### src/rtl/i2c_pkg.sv
// rtl/i2c_pkg.sv - shared register map, bit positions, FSM encoding and timeout for the APB I2C register interface
package i2c_pkg;

    localparam logic [7:0] ADDR_CON1   = 8'h00;
    localparam logic [7:0] ADDR_CON2   = 8'h04;
    localparam logic [7:0] ADDR_TXDATA = 8'h08;
    localparam logic [7:0] ADDR_RXDATA = 8'h0C;
    localparam logic [7:0] ADDR_STAT   = 8'h10;
    localparam logic [7:0] ADDR_CMD    = 8'h14;

    localparam int STAT_BUSY       = 0;
    localparam int STAT_DONE       = 1;
    localparam int STAT_ERR        = 2;
    localparam int STAT_MIRROR_LSB = 8;

    localparam int CMD_GO = 0;
    localparam int CMD_IE = 1;

    // Bit of CON1 that starts the bridge; only passed through while in START.
    localparam int CON1_EN = 1;

    // Consecutive ready=1 cycles in WAIT_ACK before the transfer is abandoned.
    localparam int         TIMEOUT_CYCLES = 256;
    localparam logic [7:0] TIMEOUT_LAST   = 8'(TIMEOUT_CYCLES - 1);

    typedef enum logic [2:0] {
        ST_IDLE      = 3'd0,
        ST_START     = 3'd1,
        ST_WAIT_ACK  = 3'd2,
        ST_WAIT_DONE = 3'd3,
        ST_CAPTURE   = 3'd4
    } xfer_state_t;

endpackage

### src/rtl/i2c_xfer_ctrl.sv
// rtl/i2c_xfer_ctrl.sv - transfer sequencer handshaking with the I2C bridge ready line
module i2c_xfer_ctrl
    import i2c_pkg::*;
(
    input  logic        clk,
    input  logic        rst,
    input  logic        go,
    input  logic        ready,
    output xfer_state_t state,
    output logic        busy,
    output logic        set_done,
    output logic        set_err
);

    xfer_state_t next_state;
    logic [7:0]  count;
    logic [7:0]  next_count;

    // State and timeout counter registers; reset drops straight back to IDLE.
    always_ff @(posedge clk) begin
        if (rst) begin
            state <= ST_IDLE;
            count <= '0;
        end else begin
            state <= next_state;
            count <= next_count;
        end
    end

    // Next-state logic; the counter restarts on the way into WAIT_ACK and its terminal value ends the wait with ERR.
    always_comb begin
        next_state = state;
        next_count = count;
        set_done   = 1'b0;
        set_err    = 1'b0;
        case (state)
            ST_IDLE: begin
                if (go) next_state = ST_START;
            end
            ST_START: begin
                next_state = ST_WAIT_ACK;
                next_count = '0;
            end
            ST_WAIT_ACK: begin
                if (!ready) begin
                    next_state = ST_WAIT_DONE;
                end else if (count == TIMEOUT_LAST) begin
                    set_err    = 1'b1;
                    next_state = ST_IDLE;
                end else begin
                    next_count = count + 8'd1;
                end
            end
            ST_WAIT_DONE: begin
                if (ready) next_state = ST_CAPTURE;
            end
            ST_CAPTURE: begin
                set_done   = 1'b1;
                next_state = ST_IDLE;
            end
            default: next_state = ST_IDLE;
        endcase
    end

    assign busy = (state != ST_IDLE);

endmodule

### src/rtl/apb_i2c_regif.sv
// rtl/apb_i2c_regif.sv - APB3 register file and decode in front of the I2C bridge
module apb_i2c_regif
    import i2c_pkg::*;
(
    input  logic        PCLK,
    input  logic        PRESET,
    input  logic        PSEL,
    input  logic        PENABLE,
    input  logic        PWRITE,
    input  logic [7:0]  PADDR,
    input  logic [31:0] PWDATA,
    output logic [31:0] PRDATA,
    output logic        PREADY,
    output logic        PSLVERR,
    output logic [7:0]  i2c_con1,
    output logic [7:0]  i2c_con2,
    output logic [31:0] Din,
    input  logic [31:0] Dout,
    input  logic [7:0]  i2c_stat,
    input  logic        ready,
    output logic        irq
);

    logic [7:0]  con1;
    logic [7:0]  con2;
    logic [31:0] txdata;
    logic [31:0] rxdata;
    logic        done;
    logic        err;
    logic        ie;

    xfer_state_t state;
    logic        busy;
    logic        set_done;
    logic        set_err;

    logic [7:0]  addr;
    logic        addr_unused;
    logic        access;
    logic        sel_con1, sel_con2, sel_tx, sel_rx, sel_stat, sel_cmd, mapped;
    logic        wr_blocked;
    logic        wr_ok;
    logic        go;

    // Byte lanes within a word are not decoded.
    assign addr        = {PADDR[7:2], 2'b00};
    assign addr_unused = ^PADDR[1:0];
    assign access      = PSEL & PENABLE;

    assign sel_con1 = (addr == ADDR_CON1);
    assign sel_con2 = (addr == ADDR_CON2);
    assign sel_tx   = (addr == ADDR_TXDATA);
    assign sel_rx   = (addr == ADDR_RXDATA);
    assign sel_stat = (addr == ADDR_STAT);
    assign sel_cmd  = (addr == ADDR_CMD);
    assign mapped   = sel_con1 | sel_con2 | sel_tx | sel_rx | sel_stat | sel_cmd;

    // Registers that feed an in-flight transfer are frozen while busy.
    assign wr_blocked = sel_rx | (busy & (sel_con1 | sel_con2 | sel_tx | (sel_cmd & PWDATA[CMD_GO])));
    assign PSLVERR    = access & (~mapped | (PWRITE & wr_blocked));
    assign wr_ok      = access & PWRITE & mapped & ~wr_blocked;
    assign go         = wr_ok & sel_cmd & PWDATA[CMD_GO];
    assign PREADY     = 1'b1;

    i2c_xfer_ctrl u_xfer_ctrl (
        .clk      (PCLK),
        .rst      (PRESET),
        .go       (go),
        .ready    (ready),
        .state    (state),
        .busy     (busy),
        .set_done (set_done),
        .set_err  (set_err)
    );

    // Read mux, driven only during a read access phase.
    always_comb begin
        PRDATA = '0;
        if (access && !PWRITE) begin
            if (sel_con1) PRDATA[7:0] = con1;
            if (sel_con2) PRDATA[7:0] = con2;
            if (sel_tx)   PRDATA      = txdata;
            if (sel_rx)   PRDATA      = rxdata;
            if (sel_stat) begin
                PRDATA[STAT_BUSY]               = busy;
                PRDATA[STAT_DONE]               = done;
                PRDATA[STAT_ERR]                = err;
                PRDATA[STAT_MIRROR_LSB +: 8]    = i2c_stat;
            end
            if (sel_cmd)  PRDATA[CMD_IE] = ie;
        end
    end

    // Register file; hardware sets of DONE/ERR take priority over software clears.
    always_ff @(posedge PCLK) begin
        if (PRESET) begin
            con1   <= '0;
            con2   <= '0;
            txdata <= '0;
            rxdata <= '0;
            done   <= 1'b0;
            err    <= 1'b0;
            ie     <= 1'b0;
            irq    <= 1'b0;
        end else begin
            if (wr_ok && sel_con1) con1   <= PWDATA[7:0];
            if (wr_ok && sel_con2) con2   <= PWDATA[7:0];
            if (wr_ok && sel_tx)   txdata <= PWDATA;
            if (wr_ok && sel_cmd)  ie     <= PWDATA[CMD_IE];
            if (set_done)          rxdata <= Dout;
            if (set_done)
                done <= 1'b1;
            else if (go || (wr_ok && sel_stat && PWDATA[STAT_DONE]))
                done <= 1'b0;
            if (set_err)
                err <= 1'b1;
            else if (go || (wr_ok && sel_stat && PWDATA[STAT_ERR]))
                err <= 1'b0;
            irq <= ie & (done | err);
        end
    end

    // Enable bit reaches the bridge only during the single START cycle.
    always_comb begin
        i2c_con1          = con1;
        i2c_con1[CON1_EN] = con1[CON1_EN] & (state == ST_START);
    end

    assign i2c_con2 = con2;
    assign Din      = txdata;

endmodule

### config.mk
export PLATFORM = sky130hd
export DESIGN_NAME = apb_i2c_regif
export DESIGN_NICKNAME = d
export VERILOG_FILES = /design/src/rtl/i2c_pkg.sv /design/src/rtl/i2c_xfer_ctrl.sv /design/src/rtl/apb_i2c_regif.sv
export SDC_FILE = /design/constraint.sdc
export NUM_CORES = 1
export LEC_CHECK = 0
export CAP_MARGIN = 10
export CORE_MARGIN = 2
export CORE_UTILIZATION = 47
export CTS_CLUSTER_SIZE = 20
export DETAILED_ROUTE_END_ITERATION = 6
export GPL_ROUTABILITY_DRIVEN = 0
export GPL_TIMING_DRIVEN = 0
export HOLD_SLACK_MARGIN = 0.1
export MAX_ROUTING_LAYER = met4
export PLACE_DENSITY = 0.83
export SLEW_MARGIN = 20
export SYNTH_ARGS = -nofsm -noshare
export SYNTH_HDL_FRONTEND = slang
export SYNTH_SLANG_ARGS = --single-unit
### constraint.sdc
create_clock -name PCLK -period 7.8 [get_ports PCLK]
set_input_delay 1.95 -clock PCLK [delete_from_list [all_inputs] [get_ports PCLK]]
set_output_delay 1.95 -clock PCLK [all_outputs]
set_load 0.02 [all_outputs]
; ---- Word level (Yosys, flattened, before mapping)
; Index checks and enable logic that the tools add are counted.
[totals]
latch_bits = 0
romBits = 0
ff_bits = 95
in_bits = 86
memories = 0
ramBits = 0
[classes]
magnitude_cmp = 0
n_div = 0
n_bitwise = 23
shift = 0
mul = 0
n_eq_ne = 15
mux = 24
addsub = 1
n_reduce_logical = 19
[ops]
columns = operator, n
row1 = 32-bit 2-to-1 mux, 3
row2 = 8-bit 2-to-1 mux, 5
row3 = 8-bit one-hot mux with 2 select lines, 1
row4 = 3-bit 2-to-1 mux, 5
row5 = 1-bit bitwise AND, 12
row6 = 6-bit by 2-bit equality test with 1-bit output (second input constant), 2
row7 = 6-bit by 3-bit equality test with 1-bit output (second input constant), 2
row8 = 3-bit one-hot mux with 4 select lines, 1
row9 = 1-bit 2-to-1 mux, 9
row10 = 1-bit OR, 9
row11 = 8-bit by 1-bit adder with 8-bit output (second input constant), 1
row12 = 8-bit equality test (second input constant), 1
row13 = 1-bit logical AND, 8
row14 = 8-bit logical NOT, 1
row15 = 2-bit != test (second input constant), 4
row16 = 3-bit by 2-bit equality test with 1-bit output (second input constant), 2
row17 = 6-bit by 1-bit equality test with 1-bit output (second input constant), 1
row18 = 3-bit AND reduction, 2
row19 = 2-bit nonzero test, 3
row20 = 3-bit by 1-bit equality test with 1-bit output (second input constant), 1
row21 = 3-bit equality test (second input constant), 1
row22 = 3-bit logical NOT, 1
row23 = 3-bit by 2-bit != test with 1-bit output (second input constant), 1
row24 = 3-bit nonzero test, 1
row25 = other kinds (3), 5

; ---- Logic depth before layout (Yosys ltp)
[depth]
ltp_word = 13
ltp_mapped = 8
ltp_nobuf = 5

; ---- By module
; From an unflattened synthesis, not the netlist that was laid out.
[hier_totals]
cells_unflattened = 509
area_unflattened_um2 = 4500.6
[by_module_without_submodules]
columns = module, area_per_inst_um2, n_inst, cells_per_inst, seq_area_each_um2
row1 = apb_i2c_regif, 3917.5, 1, 442, 1681.6
row2 = i2c_xfer_ctrl, 583.1, 1, 67, 220.2

; ---- Least setup slack after synthesis
; No wires, ideal clock.
[synth_timing]
path_kind = input port to output port
startpoint = input PADDR[7]
endpoint = output PRDATA[1]
arrival_time_ns = 3.668
path_stages = 4
n_path_buf = 0
setup_slack_ns = 2.182
cell_sequence = or4b_1 or4b_2 o2bb2ai_1 a21oi_1
[synth_between]
elab_chain_len = 8
word_cells_on_any_way = 13
cone_classes = eq/ne (5) / mux (7) / reduce/logical (1)
[synth_lines]
columns = item, line
row1 = from (decl), apb_i2c_regif.sv:10  ; input logic [7:0] PADDR,
row2 = 8-bit logical NOT, apb_i2c_regif.sv:50  ; assign sel_con1 = (addr == ADDR_CON1);
row3 = 8-bit 2-to-1 mux, apb_i2c_regif.sv:80  ; if (sel_con1) PRDATA[7:0] = con1;
row4 = 8-bit 2-to-1 mux, apb_i2c_regif.sv:81  ; if (sel_con2) PRDATA[7:0] = con2;
row5 = 32-bit 2-to-1 mux, apb_i2c_regif.sv:82  ; if (sel_tx) PRDATA = txdata;
row6 = 32-bit 2-to-1 mux, apb_i2c_regif.sv:83  ; if (sel_rx) PRDATA = rxdata;
row7 = 3-bit 2-to-1 mux, apb_i2c_regif.sv:84  ; if (sel_stat) begin
row8 = 1-bit 2-to-1 mux (*), apb_i2c_regif.sv:90  ; if (sel_cmd) PRDATA[CMD_IE] = ie;
row9 = 32-bit 2-to-1 mux (*), apb_i2c_regif.sv:79  ; if (access && !PWRITE) begin
row10 = to (decl), apb_i2c_regif.sv:12  ; output logic [31:0] PRDATA,
; Every way passes the cells marked *; elsewhere a longest branch is shown, timed or not.

; ---- Final worst setup path
[layout_timing]
startpoint = input PADDR[7]
endpoint = output PRDATA[12]
[layout_between]
elab_chain_len = 5
word_cells_on_any_way = 7
cone_classes = eq/ne (3) / mux (4)
[layout_lines]
columns = item, line
row1 = 6-bit by 2-bit equality test with 1-bit output, apb_i2c_regif.sv:52  ; assign sel_tx = (addr == ADDR_TXDATA);
row2 = 32-bit 2-to-1 mux, apb_i2c_regif.sv:82
row3 = 32-bit 2-to-1 mux, apb_i2c_regif.sv:83
row4 = 8-bit 2-to-1 mux (*), apb_i2c_regif.sv:84
row5 = 32-bit 2-to-1 mux (*), apb_i2c_regif.sv:79
; Marked as above.

==> metrics <==
vias per inst 5.68; final hold vios 0; antenna violations before repair 0; H-Tree Depth 3; remaining antenna violation count after routing 0; number of nets in the synthesized netlist 642; synthesis warning total 0; worst vdd ir 0.0836 mV; WP data arrival 5.06 ns; total power of the final layout 0.880 mW; count of inserted antenna diode cells 0; CP max-delay cell sky130_fd_sc_hd__clkdlybuf4s50_1; most numerous cell types in the synthesized netlist sky130_fd_sc_hd__nand2_1, sky130_fd_sc_hd__dfxtp_1, sky130_fd_sc_hd__a21oi_1; cts-stage hold buffer count 0; HPWL after detailed placement 10,900 µm; vias 4,808; Critical Path Start PADDR[7]; RSZ-0062 raised after global routing no; time the worst path needs with I/O delays and setup 7.01 ns; type of the worst setup path in -> out; Buffers on Ports 164; growth of design area from synthesis to finish 45.2%; DRC violation count after routing 0; number of sinks handled by clock tree synthesis 95; number of distinct library cells after synthesis 50; maximum buffer depth of the clock tree 2; GRT Util Overall 0.290; dominant synthesized flop cell sky130_fd_sc_hd__dfxtp_1; Worst Tran Pin Value 0.948 ns; final worst-path cycle share 0.898; post-CTS setup repair buffer count 0; worst r2r dst Din[12]; chip height 100 µm; peak per-stage delay on the critical path 0.62 ns; LEAKAGE 2.10 nW; reported max-cap violation count 0; Clk pin slew, worst setup/hold paths 0.09 ns; Net count, final 817; initial core utilization 0.479; worst path bufs/invs 4; flop and latch count out of synthesis 95; count of pins on the block boundary 169; sum of routed wire length over all layers 14,500 µm; final setup fails 0; final global-route overflow total 0; row cnt 35; worst reg-to-reg path cell count 8; wire length of the first global-routing pass 22,500 µm; Worst R2R Start u_xfer_ctrl.state[2]; cell area after technology mapping 0.00436 mm²; Synth Area per Inst 7.86 µm²; Die Footprint 0.0101 mm²; setup TNS 0 ns; power density over the cells 139 mW/mm²; Resize count post-CTS 0; clock tree root driver cell sky130_fd_sc_hd__clkbuf_8; kind of start point of the critical path primary input; library cell with the largest summed area after synthesis sky130_fd_sc_hd__dfxtp_1; maximum fanout count along the critical path 10; top-area cell type share of the netlist area 0.436; run status complete, no violations; worst hold endpoint rxdata[24]; FMAX 0.143 GHz; number of instances on the worst hold path 2; proportion of register bits with asynchronous set or reset after synthesis 0; vias in the first global route 4,775; Synth area leaders sky130_fd_sc_hd__dfxtp_1, sky130_fd_sc_hd__nand2_1, sky130_fd_sc_hd__a21oi_1, sky130_fd_sc_hd__nor2_1, sky130_fd_sc_hd__mux2i_1; cell with the most instances after synthesis sky130_fd_sc_hd__nand2_1; maximum number of pins on one net before global-route repair 18; clock tree from TritonCTS done; cell count after synthesis 555; worst reg2reg setup slack 5.48 ns; clock insertion delay at the later pin of the skew report 0.37 ns; Max transition margin 0.362; kind of cell with the highest combined delay on the critical path buffers and inverters; share of synthesized area occupied by flip-flops and latches 0.436; width of the die 100 µm; number of buffers created by CTS 9; first-pass detailed-route iteration total 5; core region area 0.00911 mm²; endpoint class of the critical path output pin; Slew Viols, Final 0; origin of the worst min-delay path rxdata[24]; type of the tightest min-delay check reg -> reg; first-iteration detailed-routing DRC count 294; largest clock skew in the final design 0.0115 ns; routed length per instance 17.2 µm; required time at the endpoint of the critical path 5.85 ns; Post-synth EDFFs 0; cell-by-cell listing of the critical path clkdlybuf4s50_1 > or4_4 > buf_6 > nor2_1 > clkbuf_1 > a222oi_1 > nor2_1 > clkdlybuf4s50_1; fraction of final layout cells sized beyond drive strength 1 0.0585
==> power breakdown <==
group	total, mW	switching (mW)	internal [mW]
Sequential	0.485	0.000359	0.485
Combinational	0.0790	0.0342	0.0448
Clock	0.316	0.185	0.130
Total	0.880	0.220	0.660
==> state kept, by name (all words and copies together) (netlist names) <==
name	cells
Din	32
done	1
con1	8
err	1
i2c_con2	8
irq	1
u_xfer_ctrl.state	3
rxdata	32
u_xfer_ctrl.count	8
ie	1
==> per-stage QoR <==
step           hold slack [ns]  worst slack (ns)  cells   util  instance area, µm²
2_1_floorplan            0.433              2.18    555      -                4360
3_3_place_gp             0.441             0.890    830  0.675                6140
3_5_place_dp             0.451             0.862    830  0.675                6140
4_1_cts                  0.463             0.831    846  0.695                6330
5_1_grt                  0.488             0.668    846  0.695                6330
6_report                 0.462             0.793    846  0.695                6330
==> per-layer routing <==
metal,routed length [µm],share of wire,up-vias,GRT usage
li1,-,-,2266,-
met1,5810,0.40,2270,0.341
met2,7180,0.49,246,0.493
met3,1240,0.085,26,0.0564
met4,305,0.021,0,0.106
met5,0,0,-,-
==> worst min-delay path: stages, from the launching register on <==
cell and delay, ns:
sky130_fd_sc_hd__dfxtp_1 0.32, sky130_fd_sc_hd__nand2_1 0.05, sky130_fd_sc_hd__a21oi_1 0.05
==> cell families after synthesis <==
family          after synthesis  share of synthesized area
compound gates              126                      0.181
other cells                   1                   0.000859
simple gates                252                      0.253
buf+inv                      50                     0.0528
flops                        95                      0.436
fa+ha+maj                     1                    0.00287
mux                          30                     0.0737
==> layout make-up <==
type / instances / area [µm²]
timing repair buffer: 164 / 1640
multi-input combinational: 410 / 2230
sequential: 95 / 1900
fill: 771 / 2770
inverter: 3 / 11.3
tap: 111 / 139
clock buffer: 10 / 138
clock inverter: 6 / 52.6
buffer: 47 / 219
==> worst max path at each step <==
| stage | endpoint | slack, ns | depth (start not counted) |
|---|---|---|---|
| 3_3_place_gp | PRDATA[24] | 0.89 | 8 |
| 4_1_cts | PRDATA[22] | 0.83 | 8 |
| 3_5_place_dp | PRDATA[23] | 0.86 | 8 |
| 5_1_grt | PRDATA[12] | 0.67 | 8 |
| 6_report | PRDATA[12] | 0.79 | 8 |
| 2_1_floorplan | PRDATA[1] | 2.18 | 4 |
==> cells in the final DEF, fill, tap and decap left out, drive strengths merged, types with 2 or more instances in the layout <==
cell type / Yosys / final
buf: 14 / 14
inv: 3 / 6
and4bb: 2 / 2
a22oi: 17 / 17
o221ai: 6 / 6
nor2: 62 / 62
clkdlybuf4s50: 0 / 164
nand2b: 4 / 4
a21boi: 2 / 2
nor3: 5 / 5
a2111oi: 2 / 2
mux2: 7 / 7
o211ai: 2 / 2
a222oi: 8 / 8
a32o: 2 / 2
clkinv: 0 / 2
nand3b: 2 / 2
and2: 3 / 3
nand4: 3 / 3
a21oi: 73 / 73
nor4: 4 / 4
and3: 2 / 2
o21ai: 5 / 5
dfxtp: 95 / 95
nand3: 9 / 9
clkbuf: 33 / 43
or4: 4 / 4
nand2: 142 / 142
or3: 7 / 7
mux2i: 22 / 22
or4b: 2 / 2
Note: power is estimated with default switching activity, not from simulation.
